===== config.mk =====
export PLATFORM = sky130hd
export DESIGN_NAME = seven_segment_sink
export DESIGN_NICKNAME = d
export VERILOG_FILES = /design/src/rtl/seven_segment_sink.sv
export SDC_FILE = /design/constraint.sdc
export NUM_CORES = 1
export LEC_CHECK = 0
export ABC_AREA = 0
export ABC_CLOCK_PERIOD_IN_PS = 5500
export CAP_MARGIN = 20
export CORE_ASPECT_RATIO = 1.5
export CORE_UTILIZATION = 44
export CTS_CLUSTER_DIAMETER = 30
export DETAILED_ROUTE_END_ITERATION = 10
export PLACE_DENSITY_LB_ADDON = 0.08
export SLEW_MARGIN = 40
export SYNTH_ARGS = -nofsm -noshare
export SYNTH_HDL_FRONTEND = slang
export SYNTH_SLANG_ARGS = --single-unit

===== constraint.sdc =====
create_clock -name clk -period 5.5 [get_ports clk]
set_clock_uncertainty 0.05 [all_clocks]
set_input_delay 0.55 -clock clk [delete_from_list [all_inputs] [get_ports clk]]
set_output_delay 0.55 -clock clk [all_outputs]
set_load 0.005 [all_outputs]

===== src/rtl/seven_segment_sink.sv =====
// seven_segment_sink
//   Pin stage for the seven-segment display stream pair. An annode word and a
//   cathode word each arrive over their own stb/ack channel. Once one of each
//   has been accepted, all digits are blanked for BLANK_CYCLES clocks. Both
//   words are then driven onto the pads on the same edge, so the board never
//   shows ghosting or a half-updated digit.
//
// Parameters
//   DIGITS        annode pins driven, taken from input_annode[DIGITS-1:0] (<= 32)
//   SEGMENTS      cathode pins driven, taken from input_cathode[SEGMENTS-1:0] (<= 32)
//   BLANK_CYCLES  clocks all digits are held off before a new pair (0 = none)
//   ANNODE_OFF    annode pin level that turns a digit off
//
// Ports
//   clk                 system clock, rising edge
//   rst                 asynchronous reset, active low
//   input_annode        annode word, with input_annode_stb / input_annode_ack
//   input_cathode       cathode word, with input_cathode_stb / input_cathode_ack
//   annode_pins         digit enables to the pads
//   cathode_pins        segment drives to the pads
//   busy                high while a complete pair is being blanked/applied
module seven_segment_sink #(
  parameter int   DIGITS       = 8,
  parameter int   SEGMENTS     = 8,
  parameter int   BLANK_CYCLES = 100,
  parameter logic ANNODE_OFF   = 1'b1
) (
  input  logic                clk,
  input  logic                rst,
  input  logic [31:0]         input_annode,
  input  logic                input_annode_stb,
  output logic                input_annode_ack,
  input  logic [31:0]         input_cathode,
  input  logic                input_cathode_stb,
  output logic                input_cathode_ack,
  output logic [DIGITS-1:0]   annode_pins,
  output logic [SEGMENTS-1:0] cathode_pins,
  output logic                busy
);

  // The counter needs at least one bit even when blanking is disabled.
  localparam int CW   = (BLANK_CYCLES > 0) ? $clog2(BLANK_CYCLES + 1) : 1;
  localparam int LOAD = (BLANK_CYCLES > 0) ? BLANK_CYCLES - 1 : 0;

  typedef enum logic [1:0] {
    IDLE  = 2'd0,
    BLANK = 2'd1,
    APPLY = 2'd2
  } state_t;

  state_t                state;
  state_t                state_next;
  logic [CW-1:0]         count;
  logic                  annode_pending;
  logic                  cathode_pending;
  logic [DIGITS-1:0]     annode_word;
  logic [SEGMENTS-1:0]   cathode_word;
  logic                  annode_xfer;
  logic                  cathode_xfer;
  logic                  unused_upper;

  assign annode_xfer  = input_annode_stb & input_annode_ack;
  assign cathode_xfer = input_cathode_stb & input_cathode_ack;
  assign busy         = (state == BLANK) || (state == APPLY);

  // The upper word bits carry nothing for this board and are dropped.
  assign unused_upper = ^{input_annode, input_cathode};

  always_ff @(posedge clk or negedge rst) begin
    if (!rst) begin
      state <= IDLE;
    end else begin
      state <= state_next;
    end
  end

  always_comb begin
    state_next = state;
    case (state)
      IDLE: begin
        if (annode_pending && cathode_pending) begin
          state_next = (BLANK_CYCLES == 0) ? APPLY : BLANK;
        end
      end
      BLANK: begin
        if (count == '0) begin
          state_next = APPLY;
        end
      end
      APPLY: begin
        state_next = IDLE;
      end
      default: begin
        state_next = IDLE;
      end
    endcase
  end

  // Loaded with BLANK_CYCLES-1 on entry, so BLANK lasts exactly BLANK_CYCLES.
  always_ff @(posedge clk or negedge rst) begin
    if (!rst) begin
      count <= '0;
    end else if (state == IDLE && state_next == BLANK) begin
      count <= CW'(LOAD);
    end else if (state == BLANK && count != '0) begin
      count <= count - CW'(1);
    end
  end

  // An ack is a one-cycle pulse. It is only offered in IDLE, and only while
  // that channel has nothing pending. A second word therefore waits on stb
  // until the current pair has been applied.
  always_ff @(posedge clk or negedge rst) begin
    if (!rst) begin
      input_annode_ack  <= 1'b0;
      input_cathode_ack <= 1'b0;
    end else begin
      input_annode_ack  <= (state == IDLE) && !annode_pending &&
                           input_annode_stb && !input_annode_ack;
      input_cathode_ack <= (state == IDLE) && !cathode_pending &&
                           input_cathode_stb && !input_cathode_ack;
    end
  end

  always_ff @(posedge clk or negedge rst) begin
    if (!rst) begin
      annode_pending  <= 1'b0;
      cathode_pending <= 1'b0;
      annode_word     <= '0;
      cathode_word    <= '0;
    end else if (state == APPLY) begin
      annode_pending  <= 1'b0;
      cathode_pending <= 1'b0;
    end else begin
      if (annode_xfer) begin
        annode_pending <= 1'b1;
        annode_word    <= input_annode[DIGITS-1:0];
      end
      if (cathode_xfer) begin
        cathode_pending <= 1'b1;
        cathode_word    <= input_cathode[SEGMENTS-1:0];
      end
    end
  end

  // Digits go dark when blanking starts. Cathodes keep their old value until
  // APPLY, where both words land on the same edge.
  always_ff @(posedge clk or negedge rst) begin
    if (!rst) begin
      annode_pins  <= {DIGITS{ANNODE_OFF}};
      cathode_pins <= '1;
    end else if (state == APPLY) begin
      annode_pins  <= annode_word;
      cathode_pins <= cathode_word;
    end else if (state == IDLE && state_next == BLANK) begin
      annode_pins  <= {DIGITS{ANNODE_OFF}};
    end
  end

endmodule


After elaboration in Yosys (flattened, before gate mapping)

Cells that the tools add are included.

Reductions and logical operators: 23
Bitwise logic cells: 3
$add $sub $neg: 1
Mux-type cells: 11
Eq/ne operators: 3

Operators with widths:

| kind                | count |
|---|---|
| $mux 8              | 2 |
| $mux 7              | 2 |
| $logic_and 1x1->1   | 9 |
| $reduce_bool 2->1   | 4 |
| $logic_not 7->1     | 1 |
| $reduce_bool 7->1   | 1 |
| $sub 7x1->7 const B | 1 |
| $eq 2x1->1 const B  | 2 |
| $logic_not 1->1     | 4 |
| $mux 1              | 4 |
| $mux 2              | 2 |
| $pmux 2 s2          | 1 |
| $reduce_and 2->1    | 2 |
| $and 1x1->1         | 2 |
| $eq 2x2->1 const B  | 1 |
| $logic_not 2->1     | 1 |
| $logic_or 1x1->1    | 1 |
| $not 1->1           | 1 |

Flip-flop bits (word level): 45
Output and inout bits: 19
Input bits: 68
Logic and storage cells: 51

Longest topological paths before layout

Gate-level depths: netlist (run 1).

Word-level depth: 7
Mapped depth: 7
Mapped depth without buffers: 6

Worst setup path before layout (run 1)

No wires, ideal clock.

Path kind: register to register
From: reg count[0]
To: reg count[1]
Setup time: 124 ps
Path slack: 3732 ps
Data required time: 5326 ps
Path buffers: 1
Period minus slack after synthesis: 1768 ps
Cell stages (with the launch flop): 8
Data arrival time: 1594 ps
Path through: dfrtp_1 -> inv_1 -> ha_1 -> nor3b_2 -> a21oi_1 -> o211a_4 -> buf_6 -> a211o_2

Longest elaborated chain between the ends: 6
Elaborated cells between the ends (all ways): 11
Classes of those cells: add/sub (1); eq/ne (1); mux (4); reduce/logical (5)

Ends and longest elaborated chain:

| what                                               | RTL line | source |
|---|---|---|
| start, declared                                    | 53       | `logic [CW-1:0] count;` |
| start signal, assigned                             | 104      | `count <= CW'(LOAD);` |
| start signal, assigned                             | 106      | `count <= count - CW'(1);` |
| $logic_not 7->1                                    | 86       | `if (count == '0) begin` |
| $mux 2                                             | 86       |  |
| $pmux 2 s2                                         | 79       | `case (state)` |
| $eq 2x1->1                                         | 103      | `end else if (state == IDLE && state_next == BLANK) begin` |
| $logic_and 1x1->1                                  | 103      |  |
| $mux 7 / $reduce_bool 2->1 (equally long branches) | n/a      |  |

Several ways; a longest one is shown, not always the timed one. The select of a mux whose other input is x is not followed.
A chain may end at the register's enable or synchronous reset.

Worst setup path after layout (run 1)

From: reg state[0]
To: out busy

Longest elaborated chain between the ends: 2
Elaborated cells between the ends (all ways): 3
Classes of those cells: eq/ne (2); reduce/logical (1)

Ends and longest elaborated chain:

| what                                            | RTL line | source |
|---|---|---|
| start, declared                                 | 51       | `state_t state;` |
| start signal, assigned                          | 73       | `state <= state_next;` |
| $eq 2x1->1 / $eq 2x2->1 (equally long branches) | 64       | `assign busy = (state == BLANK) \|\| (state == APPLY);` |
| $logic_or 1x1->1 (*)                            | 64       |  |
| end, declared                                   | 38       | `output logic busy` |

Every way passes the cells marked *; elsewhere a longest branch is shown, timed or not.

==> impl_metrics.env, run 1 <==
export IMPL_crit_path_start_kind="flop"
export IMPL_core_um2=4030
export IMPL_postLayoutCoreUtil_pct=59.3
export IMPL_die_area_um2=4570
export IMPL_numCtsBuffers=5
export IMPL_initial_core_util_pct=47.0
export IMPL_gr_total_overflow=0
export IMPL_maxSlewViolCount=0
export IMPL_path_cells="inv_1 > ha_1 > clkdlybuf4s50_1"
export IMPL_instances_no_fill=226
export IMPL_fin_tns_setup_ns=0
export IMPL_drtIter0Drc=35
export IMPL_die_h_um=82.3
export IMPL_synthFlopType="dfrtp_1"
export IMPL_synthCells=139
export IMPL_cts_hold_buf=0
export IMPL_ys_seq_area_share_pct=60.6
export IMPL_worstSetupEndpointType="output pin"
export IMPL_htree_levels=2
export IMPL_ant_nets=0
export IMPL_drt_total_wl_mm=3.42
export IMPL_synth_area_top_cells="dfrtp_1 (38%), dfstp_2 (22%), mux2_2 (14%), o31a_1 (3.7%), nand2b_1 (3.0%)"
export IMPL_max_slew_margin_rel_pct=62.9
export IMPL_synth_edf_count=0
export IMPL_syn_avg_cell_area_um2=13.6
export IMPL_gp_routability_congestion=0.775
export IMPL_critical_path_class="reg -> out"
export IMPL_n_antenna_cell=0
export IMPL_antenna_found_initial=0
export IMPL_clockBufferDepth=2
export IMPL_dr_pass1_iters=2
export IMPL_powerDensity_nw_per_um2=233
export IMPL_area_growth_pct=26.3
export IMPL_yosys_warnings=0
export IMPL_cp_data_required_time_ns=4.90
export IMPL_synth_nets=211
export IMPL_grt_usage_pct=16.8
export IMPL_fin_nets=252
export IMPL_grt_pass1_wl_mm=5.81
export IMPL_via_per_inst=5.44
export IMPL_grt_pass1_vias=1327
export IMPL_io_buffer_count=38
export IMPL_synth_top_area_cell="dfrtp_1"
export IMPL_outcome="finished, final reports clean"
export IMPL_max_freq_ghz=0.460
export IMPL_slowest_delay_ns=0.50
export IMPL_path_max_fanout=3
export IMPL_syn_area_um2=1890
export IMPL_grt_max_degree=46
export IMPL_worstMarginPinSlew_ns=0.557
export IMPL_synth_seq_cells=45
export IMPL_yosys_area_top_type_share_pct=38.4
export IMPL_ctsResizeCount=0
export IMPL_post_dp_cell_area_um2=2310
export IMPL_fin_crit_sh_pct=39.5
export IMPL_leakage_nw=1.06
export IMPL_cts_setup_buffers=0
export IMPL_synthTopCellsByCount="dfrtp_1 (29), mux2_2 (24), dfstp_2 (16)"
export IMPL_wire_per_inst_um=15.1
export IMPL_worstPathArrival_ns=1.57
export IMPL_design_area_um2=2390
export IMPL_cts_sinks=45
export IMPL_place_inst=218
export IMPL_rsz0062_at_grt="false"
export IMPL_cts_tree="built"
export IMPL_drive_gt1_share_pct=29.3
export IMPL_drv_cap=0
export IMPL_synth_cell_type_count=29
export IMPL_dp_hpwl_mm=2.38
export IMPL_peakVddDrop_uv=179
export IMPL_fin_crit_ns=2.17
export IMPL_hold_viol=0
export IMPL_io_pins=87
export IMPL_clk_pin_slew_ns=0.08
export IMPL_die_width_um=55.5
export IMPL_clock_root_buffer="clkbuf_8"
export IMPL_min_path_type="in -> async"
export IMPL_hold_ws_ns=0.183
export IMPL_synthArstFlopShare_pct=100
export IMPL_fp_row_count=28
export IMPL_setup_viol=0
export IMPL_vias=1230
export IMPL_drc=0
export IMPL_cp_slowest_cell="clkdlybuf4s50_1"
export IMPL_insertion_delay_ns=0.29
export IMPL_synth_most_common_cell="dfrtp_1"
-- registers in the layout, summed over array words and instances (netlist names) --
register,count
cathode_word,8
cathode_pending,1
count,7
annode_pins,8
annode_word,8
state,2
cathode_pins,8
input_annode_ack,1
input_cathode_ack,1
annode_pending,1
-- per-layer routing --
metal	GRT usage (%)	up-vias	share of wire (%)	wire length (um)
li1	-	572	-	-
met1	17.4	619	40	1370
met2	31.0	34	53	1810
met3	5.92	5	5.3	180
met4	7.25	0	1.7	59
met5	0	-	0	0
-- area by class of cell --
type / instances / area [um^2]
repair buffers: 38 / 378
clock inverters: 2 / 10.0
clock buffers: 6 / 72.6
flip-flops and latches: 45 / 1150
multi-input cells: 82 / 696
well taps: 45 / 56.3
fillers: 362 / 1640
inverters: 8 / 30.0
-- power by group --
group	switching, mW	internal, mW
combinational	0.00881	0.0155
clock	0.106	0.0881
sequential	0.00194	0.336
-- cell families after synthesis --
kind of cell | synth area share, %
DFF | 60.6
and+or+nand+nor | 9.39
AOI/OAI and AO/OA | 9.39
muxes | 14.3
buffers and inverters | 2.78
adders and majority gates | 2.65
xor gates and xnor gates | 0.926
-- path summary, 6_finish.rpt --
path	from	endpoint	slack (ns)	depth (start not counted)
max	state[0]	busy	3.33	3
min	rst	count[5]	0.18	1
max reg2reg	state[0]	cathode_word[7]	3.40	4
min reg2reg	input_cathode_ack	input_cathode_ack	0.43	1
max in group asynchronous	rst	annode_pins[1]	4.83	1
min in group clk	input_cathode_ack	input_cathode_ack	0.43	1
-- cell usage in the layout (no fill, tap or decap), types with 2 or more instances in the layout --
cell type and count:
clkdlybuf4s50_1 37, dfrtp_1 29, mux2_2 24, dfstp_2 16, nand2b_1 9, inv_1 8
o31a_1 8, o21ai_0 5, clkbuf_8 5, a21oi_1 4, nand2_1 3, or3_1 3
nand3b_1 3, ha_1 3, nor3_1 2, a21o_1 2, nor4b_1 2, nor2_1 2
clkinv_2 2
-- through the flow --
stage	total power, mW	setup slack (ns)
after floorplan	0.348	3.73
after global placement	0.367	3.13
after detailed placement	0.369	3.39
after CTS	0.565	3.32
after global routing	0.580	3.25
final	0.556	3.33
-- critical path: cells and delay by family (launching register included) --
kind	cells	cell delay (ns)
flops	1	0.39
fa+ha+maj	1	0.29
buf+inv	2	0.60
Note: power is estimated with default switching activity, not from simulation.
==> inputs of run 2 (changes only) <==
--- a/config.mk
+++ b/config.mk
@@ -6,10 +6,10 @@
 export NUM_CORES = 1
 export LEC_CHECK = 0
 export ABC_AREA = 0
-export ABC_CLOCK_PERIOD_IN_PS = 5500
+export ABC_CLOCK_PERIOD_IN_PS = 1920
 export CAP_MARGIN = 20
 export CORE_ASPECT_RATIO = 1.5
-export CORE_UTILIZATION = 44
+export CORE_UTILIZATION = 37
 export CTS_CLUSTER_DIAMETER = 30
 export DETAILED_ROUTE_END_ITERATION = 10
 export PLACE_DENSITY_LB_ADDON = 0.08
==> constraint.sdc (replaced) <==
create_clock -name clk -period 1.92 [get_ports clk]
set_clock_uncertainty 0.05 [all_clocks]
set_input_delay 0.192 -clock clk [delete_from_list [all_inputs] [get_ports clk]]
set_output_delay 0.192 -clock clk [all_outputs]
set_load 0.005 [all_outputs]
==> run 2 against run 1 <==
Compared with the run above:
- combinational power grew to 3.0 times the previous value
- sequential power grew to 2.9 times the previous value
- critical endpoint unchanged
- worst hold slack gained 0.24 ns
- total power grew to 2.8 times the previous value
- clock power grew to 2.8 times the previous value
- register-to-register slack lost 3.3 ns
- flip-flop and latch count is the same
- core utilization shrank 8.6 points
- count of clock-buffer cells in the layout is the same
- final area grew 3.7%
- largest cell class unchanged
- routed wire length shrank 0.67%
==> impl_metrics.env, run 2 (same netlist as run 1, synthesis figures left out) <==
export IMPL_clock_root_buffer="clkbuf_8"
export IMPL_antenna_found_initial=0
export IMPL_initial_core_util_pct=38.7
export IMPL_critical_path_class="reg -> out"
export IMPL_area_growth_pct=31.0
export IMPL_ant_nets=0
export IMPL_peakVddDrop_uv=502
export IMPL_drtIter0Drc=28
export IMPL_die_h_um=89.6
export IMPL_fin_crit_ns=1.82
export IMPL_crit_family="buffers and inverters"
export IMPL_drt_total_wl_mm=3.40
export IMPL_die_area_um2=5410
export IMPL_worstSetupEndpointType="output pin"
export IMPL_ff_latch_area_um2=1150
export IMPL_drc=0
export IMPL_drv_cap=0
export IMPL_place_inst=245
export IMPL_grt_pass1_wl_mm=5.68
export IMPL_rsz0062_at_grt="false"
export IMPL_io_pins=87
export IMPL_hold_viol=0
export IMPL_fp_row_count=31
export IMPL_postLayoutCoreUtil_pct=50.7
export IMPL_layout_common_cells="clkdlybuf4s50_1 (37), dfrtp_1 (29), mux2_2 (24)"
export IMPL_post_place_ws_ns=0.0668
export IMPL_p_comb_share_pct=4.6
export IMPL_gp_routability_congestion=0.715
export IMPL_worstPathArrival_ns=1.58
export IMPL_die_width_um=60.4
export IMPL_maxSlewViolCount=0
export IMPL_io_buffer_count=38
export IMPL_via_per_inst=4.76
export IMPL_worst_slack_ns=0.101
export IMPL_max_freq_ghz=0.550
export IMPL_internal_power_mw=1.26
export IMPL_slowest_delay_ns=0.49
export IMPL_path_cells="inv_1 > ha_1 > clkdlybuf4s50_1"
export IMPL_fin_nets=259
export IMPL_powerDensity_nw_per_um2=638
export IMPL_dp_hpwl_mm=2.49
export IMPL_path_max_fanout=5
export IMPL_sw_frac_of_total_pct=20.3
export IMPL_grt_usage_pct=14.6
export IMPL_wire_per_inst_um=13.4
export IMPL_grt_pass1_vias=1284
export IMPL_drive_gt1_share_pct=31.9
export IMPL_fill_cells=479
export IMPL_fin_tns_setup_ns=0
export IMPL_cts_tree="built"
export IMPL_hold_ws_ns=0.422
export IMPL_cts_sinks=45
export IMPL_gr_total_overflow=0
export IMPL_cts_setup_buffers=0
export IMPL_instances_no_fill=254
export IMPL_p_switching_uw=320
export IMPL_setup_viol=0
export IMPL_worstMarginPinSlew_ns=0.550
export IMPL_dr_pass1_iters=4
export IMPL_core_um2=4890
export IMPL_vias=1209
export IMPL_htree_levels=2
export IMPL_path_buf_inv=2
export IMPL_crit_path_start_kind="flop"
export IMPL_clk_pin_slew_ns=0.08
export IMPL_cp_slowest_cell="clkdlybuf4s50_1"
export IMPL_min_path_type="reg -> reg"
export IMPL_pwr_share_seq_pct=61.2
export IMPL_grt_max_degree=46
export IMPL_n_antenna_cell=0
export IMPL_numCtsBuffers=5
export IMPL_clockPowerShare_pct=34.3
export IMPL_fin_crit_sh_pct=94.7
export IMPL_clockBufferDepth=2
export IMPL_max_slew_margin_rel_pct=63.3
export IMPL_leakage_nw=1.09
export IMPL_cp_data_required_time_ns=1.68
export IMPL_outcome="finished, final reports clean"
export IMPL_multi_input_area_um2=706
export IMPL_insertion_delay_ns=0.29
export IMPL_final_common_cell="clkdlybuf4s50_1"
==> run 2: changes by cell type in the layout (fill, tap and decap cells not counted), sizes merged <==
cell         previous run  this run
buf                     1         7
dlygate4sd3             0         1
==> run 2: path summary, 6_finish.rpt <==
| check | slack (ns) | startpoint | endpoint | cells after the start |
|---|---|---|---|---|
| setup / recovery | 0.10 | state[1] | busy | 3 |
| hold / removal | 0.42 | input_annode_ack | input_annode_ack | 1 |
| setup reg to reg | 0.11 | state[1] | count[3] | 6 |
| hold reg to reg | 0.42 | input_annode_ack | input_annode_ack | 1 |
| max in group asynchronous | 0.95 | rst | annode_pins[6] | 3 |
| min in group asynchronous | 0.47 | rst | state[0] | 3 |
==> run 2: power groups by stage <==
| stage | registers [mW] | clock network (mW) | logic [mW] |
|---|---|---|---|
| 2_1_floorplan | 0.983 | 0 | 0.0136 |
| 3_3_place_gp | 0.983 | 0 | 0.0707 |
| 3_5_place_dp | 0.984 | 0 | 0.0730 |
| 4_1_cts | 0.967 | 0.574 | 0.0747 |
| 5_1_grt | 0.968 | 0.599 | 0.0821 |
| 6_report | 0.967 | 0.541 | 0.0720 |
==> run 2: layer usage <==
metal / global-route usage [%] / vias up / wire, um
li1: - / 584 / -
met1: 16.1 / 591 / 1320
met2: 25.5 / 27 / 1860
met3: 3.72 / 7 / 152
met4: 6.98 / 0 / 68
met5: 0 / - / 0
==> run 2: timing repair <==
| item | CTS | global route |
|---|---|---|
| resized for setup | 0 | 3 |
| hold endpoints to repair | 29 | 0 |
| endpoints found under the setup margin | 0 | 4 |
| hold buffers | 1 | 0 |
==> run 2: area by class of cell <==
cell class / count / area share, %
flip-flops and latches: 45 / 46.3
well taps: 66 / 3.33
clock inverters: 2 / 0.404
clock buffers: 6 / 2.93
inverters: 8 / 1.21
multi-input cells: 82 / 28.5
repair buffers: 45 / 17.4
==> run 2: worst register-to-register path: cells and delay by family (launching register included) <==
family	cells	cell delay (ns)
AOI/OAI and AO/OA	2	0.39
adders and majority gates	1	0.19
and+or+nand+nor	1	0.47
buffers and inverters	2	0.20
DFF	1	0.44
==> run 2: stage by stage <==
stage	power [mW]	cell area [um^2]
6_report	1.58	2480
5_1_grt	1.65	2480
4_1_cts	1.61	2460
3_5_place_dp	1.06	2370
3_3_place_gp	1.05	2370
2_1_floorplan	0.996	1890
==> inputs of run 3 (changes only) <==
--- a/config.mk
+++ b/config.mk
@@ -6,10 +6,10 @@
 export NUM_CORES = 1
 export LEC_CHECK = 0
 export ABC_AREA = 0
-export ABC_CLOCK_PERIOD_IN_PS = 1920
+export ABC_CLOCK_PERIOD_IN_PS = 1600
 export CAP_MARGIN = 20
 export CORE_ASPECT_RATIO = 1.5
-export CORE_UTILIZATION = 37
+export CORE_UTILIZATION = 30
 export CTS_CLUSTER_DIAMETER = 30
 export DETAILED_ROUTE_END_ITERATION = 10
 export PLACE_DENSITY_LB_ADDON = 0.08
==> constraint.sdc (replaced) <==
create_clock -name clk -period 1.6 [get_ports clk]
set_clock_uncertainty 0.05 [all_clocks]
set_input_delay 0.16 -clock clk [delete_from_list [all_inputs] [get_ports clk]]
set_output_delay 0.16 -clock clk [all_outputs]
set_load 0.005 [all_outputs]
==> run 3 against run 2 <==
Compared with the run above:
- the flow now finishes with violations (setup timing)
- setup slack worse by 0.31 ns
- cell count up 13%
- flip-flop and latch count unchanged
- non-clock buffer count up 26
- final area up 14%
- count of clock-buffer cells in the layout unchanged
- global-route usage down 0.17 points
- largest cell class unchanged
==> impl_metrics.env, run 3 (same netlist as run 1, synthesis figures left out) <==
export IMPL_dp_hpwl_mm=2.87
export IMPL_powerDensity_nw_per_um2=683
export IMPL_maxSlewViolCount=0
export IMPL_clockPowerShare_pct=35.0
export IMPL_n_antenna_cell=0
export IMPL_peakVddDrop_uv=512
export IMPL_path_cells="inv_2 > ha_4 > nor3b_4 > a21oi_2 > o211a_4 > or3b_1"
export IMPL_reg2reg_from="count[0]"
export IMPL_drtIter0Drc=52
export IMPL_sw_frac_of_total_pct=21.3
export IMPL_numCtsBuffers=5
export IMPL_fin_nets=285
export IMPL_critical_path_class="reg -> reg"
export IMPL_die_area_um2=6630
export IMPL_violations="setup timing"
export IMPL_cts_sinks=45
export IMPL_drive_gt1_share_pct=46.7
export IMPL_die_width_um=66.8
export IMPL_p_comb_share_pct=4.8
export IMPL_die_h_um=99.3
export IMPL_post_place_ws_ns=-0.204
export IMPL_initial_core_util_pct=30.9
export IMPL_cp_slowest_cell="dfrtp_1"
export IMPL_gp_routability_congestion=0.673
export IMPL_slowest_delay_ns=0.40
export IMPL_worstSetupEndpointType="flop"
export IMPL_rr_endpoint="count[5]"
export IMPL_fin_crit_sh_pct=113
export IMPL_internal_power_mw=1.52
export IMPL_max_freq_ghz=0.552
export IMPL_io_pins=87
export IMPL_path_buf_inv=1
export IMPL_antenna_found_initial=0
export IMPL_crit_path_start_kind="flop"
export IMPL_leakage_nw=1.23
export IMPL_worstMarginPinSlew_ns=0.266
export IMPL_grt_usage_pct=14.4
export IMPL_clk_pin_slew_ns=0.08
export IMPL_grt_pass1_wl_mm=7.17
export IMPL_fin_crit_ns=1.81
export IMPL_vias=1362
export IMPL_wire_per_inst_um=14.7
export IMPL_worst_slack_ns=-0.211
export IMPL_layout_common_cells="clkdlybuf4s50_1 (35), dfrtp_1 (29), mux2_2 (24), buf_4 (24), dfstp_2 (16)"
export IMPL_htree_levels=2
export IMPL_cts_tree="built"
export IMPL_io_buffer_count=38
export IMPL_worstPathArrival_ns=1.93
export IMPL_drv_cap=0
export IMPL_outcome="finished with violations"
export IMPL_crit_family="simple AND/OR/NAND/NOR gates"
export IMPL_ant_nets=0
export IMPL_drc=0
export IMPL_rrSetupSlack_ns=-0.21
export IMPL_grt_max_degree=46
export IMPL_path_max_fanout=6
export IMPL_grt_pass1_vias=1498
export IMPL_setup_viol=14
export IMPL_hold_viol=0
export IMPL_min_path_type="in -> async"
export IMPL_pwr_share_seq_pct=60.2
export IMPL_via_per_inst=4.73
export IMPL_core_um2=6130
export IMPL_fp_row_count=35
export IMPL_dr_pass1_iters=6
export IMPL_final_common_cell="clkdlybuf4s50_1"
export IMPL_clockBufferDepth=2
export IMPL_rr_worst_depth=6
export IMPL_rsz0062_at_grt="true"
export IMPL_insertion_delay_ns=0.29
export IMPL_area_growth_pct=49.1
export IMPL_p_switching_uw=411
export IMPL_clock_root_buffer="clkbuf_8"
export IMPL_drt_total_wl_mm=4.24
export IMPL_fin_tns_setup_ns=-2.12
export IMPL_cp_data_required_time_ns=1.72
export IMPL_gr_total_overflow=0
export IMPL_max_slew_margin_rel_pct=82.0
-- run 3: worst max path at each step --
| stage | depth (start not counted) | end | start |
|---|---|---|---|
| floorplan | 7 | count[1] | count[1] |
| global placement | 6 | count[5] | count[1] |
| detailed placement | 4 | count[5] | count[1] |
| CTS | 4 | count[5] | count[0] |
| global route | 6 | count[5] | count[0] |
| finish | 6 | count[5] | count[0] |
-- run 3: repair_timing --
item / in CTS / in global routing
gates resized for setup: 10 / 9
hold endpoints to repair: 29 / 0
hold buffers: 1 / 0
pin swaps: 7 / 5
setup endpoints to repair: 22 / 24
buffers inserted: 7 / 7
-- run 3: through the flow --
stage	std cells	total power, mW	area [um^2]	hold slack (ns)	utilization [%]
after floorplan	139	1.20	1920	-0.186	-
after global placement	266	1.27	2550	0.103	41.5
after detailed placement	266	1.27	2550	0.110	41.5
after CTS	282	1.97	2740	0.321	44.6
after global routing	288	2.02	2820	0.348	46.0
final	288	1.93	2820	0.311	46.0
-- run 3: layout make-up --
| cell class | instances | area, um^2 |
|---|---|---|
| Clock buffer | 6 | 72.6 |
| Inverter | 8 | 30.0 |
| Tap cell | 74 | 92.6 |
| Timing Repair Buffer | 71 | 683 |
| Sequential cell | 45 | 1150 |
| Fill cell | 588 | 3310 |
| Clock inverter | 2 | 10.0 |
| Multi-Input combinational cell | 82 | 786 |
-- run 3: worst min-delay path, delay by kind of cell --
family,cells,cell delay (ns)
buf+inv,3,0.87
-- run 3: power by group through the flow --
stage | clock network (mW) | logic [mW] | registers (mW)
after floorplan | 0 | 0.0163 | 1.18
after global placement | 0 | 0.0896 | 1.18
after detailed placement | 0 | 0.0934 | 1.18
after CTS | 0.709 | 0.0957 | 1.16
after global routing | 0.760 | 0.102 | 1.16
final | 0.675 | 0.0922 | 1.16
-- run 3: routing by layer --
metal	routed length [um]	vias up	global-route usage, %
met5	0	-	0
met4	72	0	5.56
met3	171	7	3.90
met2	2290	27	24.2
met1	1700	691	17.1
li1	-	637	-
